===== config.mk =====
export PLATFORM = sky130hd
export DESIGN_NAME = regfile_sb
export DESIGN_NICKNAME = d
export VERILOG_FILES = /design/src/rtl/regfile_sb.sv
export SDC_FILE = /design/constraint.sdc
export NUM_CORES = 2
export LEC_CHECK = 0
export BUFFER_PORTS_ARGS = -buffer_cell sky130_fd_sc_hd__buf_2
export CORE_ASPECT_RATIO = 0.5
export CORE_MARGIN = 5
export CORE_UTILIZATION = 50
export CTS_CLUSTER_DIAMETER = 80
export DETAILED_ROUTE_END_ITERATION = 10
export PLACE_DENSITY_LB_ADDON = 0.08
export SYNTH_ARGS = -nofsm -noshare
export SYNTH_HDL_FRONTEND = slang
export SYNTH_SLANG_ARGS = --single-unit

===== constraint.sdc =====
create_clock -name clk -period 19.2 [get_ports clk]
set_clock_uncertainty 0.15 [all_clocks]
set_input_delay 3.84 -clock clk [delete_from_list [all_inputs] [get_ports clk]]
set_output_delay 3.84 -clock clk [all_outputs]
set_load 0.01 [all_outputs]

===== src/rtl/regfile_sb.sv =====
// regfile_sb: JOF32 decode-stage register file with a pending-write
// scoreboard, two registered read ports with same-edge write bypass,
// a mirrored snapshot of register SNAP_IDX and an any-busy flag.
// Ports: clk, rst (async, active-high); rd_en, addr_a/addr_b ->
// data_a/data_b, busy_a/busy_b; wr_en, wr_addr, wr_data (write-back);
// rsv_en, rsv_addr (reserve at issue); snap, any_busy.
// Optional build macro: REGFILE_ZERO_REG_EN (register 0 hardwired zero).

module regfile_sb #(
    parameter int DATA_W   = 32,
    parameter int ADDR_W   = 4,
    parameter int SNAP_IDX = 15
) (
    input  logic              clk,
    input  logic              rst,
    input  logic              rd_en,
    input  logic [ADDR_W-1:0] addr_a,
    input  logic [ADDR_W-1:0] addr_b,
    output logic [DATA_W-1:0] data_a,
    output logic [DATA_W-1:0] data_b,
    output logic              busy_a,
    output logic              busy_b,
    input  logic              wr_en,
    input  logic [ADDR_W-1:0] wr_addr,
    input  logic [DATA_W-1:0] wr_data,
    input  logic              rsv_en,
    input  logic [ADDR_W-1:0] rsv_addr,
    output logic [DATA_W-1:0] snap,
    output logic              any_busy
);

    localparam int N_REGS = 2 ** ADDR_W;
    localparam logic [ADDR_W-1:0] SNAP_A = ADDR_W'(SNAP_IDX);

    logic [DATA_W-1:0] mem_q [N_REGS];
    logic [DATA_W-1:0] mem_d [N_REGS];
    logic [N_REGS-1:0] sb_q;
    logic [N_REGS-1:0] sb_d;

    logic [DATA_W-1:0] data_a_q, data_a_d;
    logic [DATA_W-1:0] data_b_q, data_b_d;
    logic              busy_a_q, busy_a_d;
    logic              busy_b_q, busy_b_d;
    logic [DATA_W-1:0] snap_q, snap_d;
    logic              any_busy_q, any_busy_d;

    // Post-edge state of storage and scoreboard. Every output is loaded
    // from these, so bypass and same-edge reserve visibility fall out
    // without separate compare logic. Reserve is applied after the
    // write clear so a colliding reserve leaves the bit set.
    always_comb begin
        mem_d = mem_q;
        sb_d  = sb_q;
        if (wr_en) begin
            mem_d[wr_addr] = wr_data;
            sb_d[wr_addr]  = 1'b0;
        end
        if (rsv_en) begin
            sb_d[rsv_addr] = 1'b1;
        end
`ifdef REGFILE_ZERO_REG_EN
        mem_d[0] = '0;
        sb_d[0]  = 1'b0;
`endif
    end

    always_comb begin
        data_a_d   = data_a_q;
        data_b_d   = data_b_q;
        busy_a_d   = busy_a_q;
        busy_b_d   = busy_b_q;
        snap_d     = mem_d[SNAP_A];
        any_busy_d = |sb_d;
        if (rd_en) begin
            data_a_d = mem_d[addr_a];
            data_b_d = mem_d[addr_b];
            busy_a_d = sb_d[addr_a];
            busy_b_d = sb_d[addr_b];
        end
    end

    always_ff @(posedge clk or posedge rst) begin
        if (rst) begin
            for (int i = 0; i < N_REGS; i++) begin
                mem_q[i] <= '0;
            end
            sb_q       <= '0;
            data_a_q   <= '0;
            data_b_q   <= '0;
            busy_a_q   <= 1'b0;
            busy_b_q   <= 1'b0;
            snap_q     <= '0;
            any_busy_q <= 1'b0;
        end else begin
            for (int i = 0; i < N_REGS; i++) begin
                mem_q[i] <= mem_d[i];
            end
            sb_q       <= sb_d;
            data_a_q   <= data_a_d;
            data_b_q   <= data_b_d;
            busy_a_q   <= busy_a_d;
            busy_b_q   <= busy_b_d;
            snap_q     <= snap_d;
            any_busy_q <= any_busy_d;
        end
    end

    assign data_a   = data_a_q;
    assign data_b   = data_b_q;
    assign busy_a   = busy_a_q;
    assign busy_b   = busy_b_q;
    assign snap     = snap_q;
    assign any_busy = any_busy_q;

endmodule


==> flow_summary_export.csv <==
group,metric,value,unit
yosys,synth_warnings,0,
die,core-area,64900,um^2
setup_path,crit_type,"in2reg",
cells_and_area,areaGrowthSynthToFinish,8.06,%
cts,clkTransAtPathRegs,0.07,ns
global_routing,grt_pass1_vias,27900,
cts,cts_max_level,2,
sta,finalSetupViolations,0,
global_routing,met2_usage,52.4,%
cts,clock_latency,0.64,ns
cells_and_area,nets,3210,
cts,ctsHoldBuffers,0,
placed_design,placed_area,33500,um^2
global_routing,grt_max_degree,155,
cells_and_area,post-route-util,54.4,%
global_routing,antenna_found_initial,4,
sta,tightest_slew,1.17,ns
sta,relSlewSlack,22.3,%
run_status,status,"completed",
setup_path,slowest_delay,0.99,ns
worst_hold_path,hold_path_class,"reg2reg",
cts,cts_repair_resize_count,0,
routing,viasPerCell,7.00,
setup_path,crit_arrival,7.75,ns
setup_path,crit_chain,"buf_4 -> clkinv_1 -> buf_4 -> o21ai_2 -> buf_4 -> o22ai_1 -> o21ai_0 -> nor4b_1 -> a221o_1",
power_and_ir_drop,p_seq_share,44.4,%
yosys,netlist.area_leader.share,45.5,%
die,io_pins,152,
routing,antenna_left,0,
cells_and_area,drive_gt1_share,21.0,%
yosys,synth_area_leader_cell,"dfrtp_1",
yosys,synth_nets,3283,
power_and_ir_drop,p_per_area,105,nW/um^2
yosys,syn_avg_cell_area,10.1,um^2
yosys,synth_edf_count,0,
power_and_ir_drop,power_switching,1.18,mW
yosys,netlist_area,32700,um^2
power_and_ir_drop,p_comb_share,23.8,%
setup_path,crit_slowest_cell,"clkinv_1",
placed_design,dp_hpwl,75900,um
yosys,synthArstFlopShare,100,%
die,start_util,50.4,%
cts,cts.path.max_buffers,3,
sta,fin_crit_sh,38.2,%
sta,drv_slew,0,
yosys,syn_inst,3230,
sta,tns,0,ns
setup_path,critical_path_required,19.62,ns
sta,rsz0062_at_grt,"false",
cts,cts.sinks,595,
global_routing,gr-usage-all-layers,35.6,%
yosys,synth_seq_area_share,45.5,%
routing,drt-initial-drc-count,3890,
job,maxCapViolCount,0,
setup_path,cp-end-kind,"flip-flop",
routing,vias,28600,
power_and_ir_drop,switching_share,31.8,%
yosys,synthDistinctLibCells,87,
yosys,synth.ff_latch_count,595,
setup_path,setup.worst_path.start_class,"primary input",
placed_design,gp_congestion,0.915,
cts,clock-root-buffer,"clkbuf_16",
global_routing,use_met1,50.8,%
routing,dr.pass1.iters,6,
die,dieArea,70900,um^2
global_routing,grt-ovfl-total,0,
routing,avgRoutedWirePerCell,31.4,um
setup_path,reg2reg_slack,17.08,ns
cts,cts_tree,"done",
yosys,synth_ff_type,"dfrtp_1",
power_and_ir_drop,power.internal,2.53,mW
die,die_width,372,um
power_and_ir_drop,ir_drop,0.0761,mV
power_and_ir_drop,p_leak,15.7,nW
setup_path,cpMostUsedCell,"buf_4",
die,die_h,191,um
placed_design,port_buffers,151,
cells_and_area,final_area,35300,um^2
power_and_ir_drop,pwr-share-clk,31.8,%
die,rows,66,
cts,numCtsBuffers,56,
sta,clock.fmax,136,MHz
routing,drc,0,
sta,hold_viol,0,
global_routing,busiest_layer,"met2",
sta,period_minus_slack,7.33,ns
cts,postCtsSetupRepairBufs,0,
routing,wirelength,129000,um
yosys,synthTopCellsByArea,"dfrtp_1 (46%), mux2_2 (7.9%), mux2i_1 (3.9%)",
global_routing,met3_usage,7.50,%
power_and_ir_drop,total_power,3.71,mW
sta,fin_hold_ws,0.347,ns
global_routing,grt_pass1_wl,188000,um
setup_path,path_max_fanout,27,
through the flow:
step	setup slack (ns)	cells
final	11.87	4091
after global placement	11.63	3983
after CTS	12.13	4087
after floorplan	7.10	3230
after detailed placement	11.43	3983
after global routing	11.88	4090
worst max-delay path, delay by kind of cell:
kind                   cells  cell delay, ns
buffers and inverters      4            2.40
AOI/OAI and AO/OA          4            0.86
and+or+nand+nor            1            0.61
cells in the mapped netlist, drive strengths merged, types with 39 or more instances:
cell	count
nand3	193
inv	124
nor2	120
a221o	78
a211oi	74
a22oi	39
mux2i	127
mux2	298
dfrtp	595
clkbuf	184
nand2	300
o221ai	67
a21oi	134
buf	173
o22ai	93
o21ai	236
per-layer routing:
layer | part of all wire, % | vias to the layer above
met3 | 11 | 399
met5 | 0 | -
met4 | 4.9 | 0
met1 | 42 | 14400
li1 | - | 11900
met2 | 42 | 1966
placed cells by master (no fill, tap or decap), types with 18 or more instances in the layout:
master     instances
o221ai_1          67
a211oi_1          72
nor3_1            37
clkbuf_16         58
a31oi_1           24
nor2_1           102
mux2i_1          127
buf_2            148
inv_1            118
nand2_1          286
a22o_1            24
clkbuf_1          19
nand4_1           18
a221o_1           78
mux2_2           229
a32oi_1           18
nand3_1          190
o211ai_1          21
a22oi_1           39
buf_4             77
a21oi_1          131
o22ai_1           93
a32o_1            23
mux2_4            57
dfrtp_1          595
o21ai_0          230
kinds of logic after synthesis:
group | after synthesis | share of synthesized area (%)
buffers and inverters | 482 | 6.96
XOR/XNOR | 4 | 0.107
AND/OR/NAND/NOR | 762 | 11.3
multiplexers | 440 | 15.8
AO/OA/AOI/OAI | 947 | 20.3
flip-flops | 595 | 45.5
worst paths after layout:
kind                                      start                     to  cells past startpoint
setup / recovery                      addr_a[1]  data_a[9]$_DFFE_PP0P_                      9
hold / removal             mem_q[328]$_DFF_PP0_   mem_q[328]$_DFF_PP0_                      2
setup reg to reg           mem_q[135]$_DFF_PP0_  data_b[7]$_DFFE_PP0P_                      5
hold reg to reg            mem_q[328]$_DFF_PP0_   mem_q[328]$_DFF_PP0_                      2
max in group asynchronous                   rst   mem_q[506]$_DFF_PP0_                      5
min in group asynchronous                   rst   mem_q[444]$_DFF_PP0_                      2
layout make-up:
cell class                      instances  area [um^2]
Multi-Input combinational cell       2153        15600
Inverter                              125          473
Timing Repair Buffer                  226         1340
Fill cell                            5898        29600
Clock buffer                           88         1670
Antenna cell                            4         10.0
Tap cell                              884         1110
Sequential cell                       595        14900
Clock inverter                         16          195
registers in the layout, indices dropped and copies added, names as in the netlist:
register and flops:
busy_a 1, snap 32, data_b 32, mem_q 480
data_a 32, any_busy 1, busy_b 1, sb_q 16
power by group through the flow:
stage               clock network [mW]  registers, mW  logic [mW]
finish                            1.18           1.64       0.882
global route                      1.24           1.67       0.953
CTS                               1.18           1.64       0.866
detailed placement                   0           1.66       0.862
global placement                     0           1.66       0.849
floorplan                            0           1.64       0.630
Note: power is estimated with default switching activity, not from simulation.
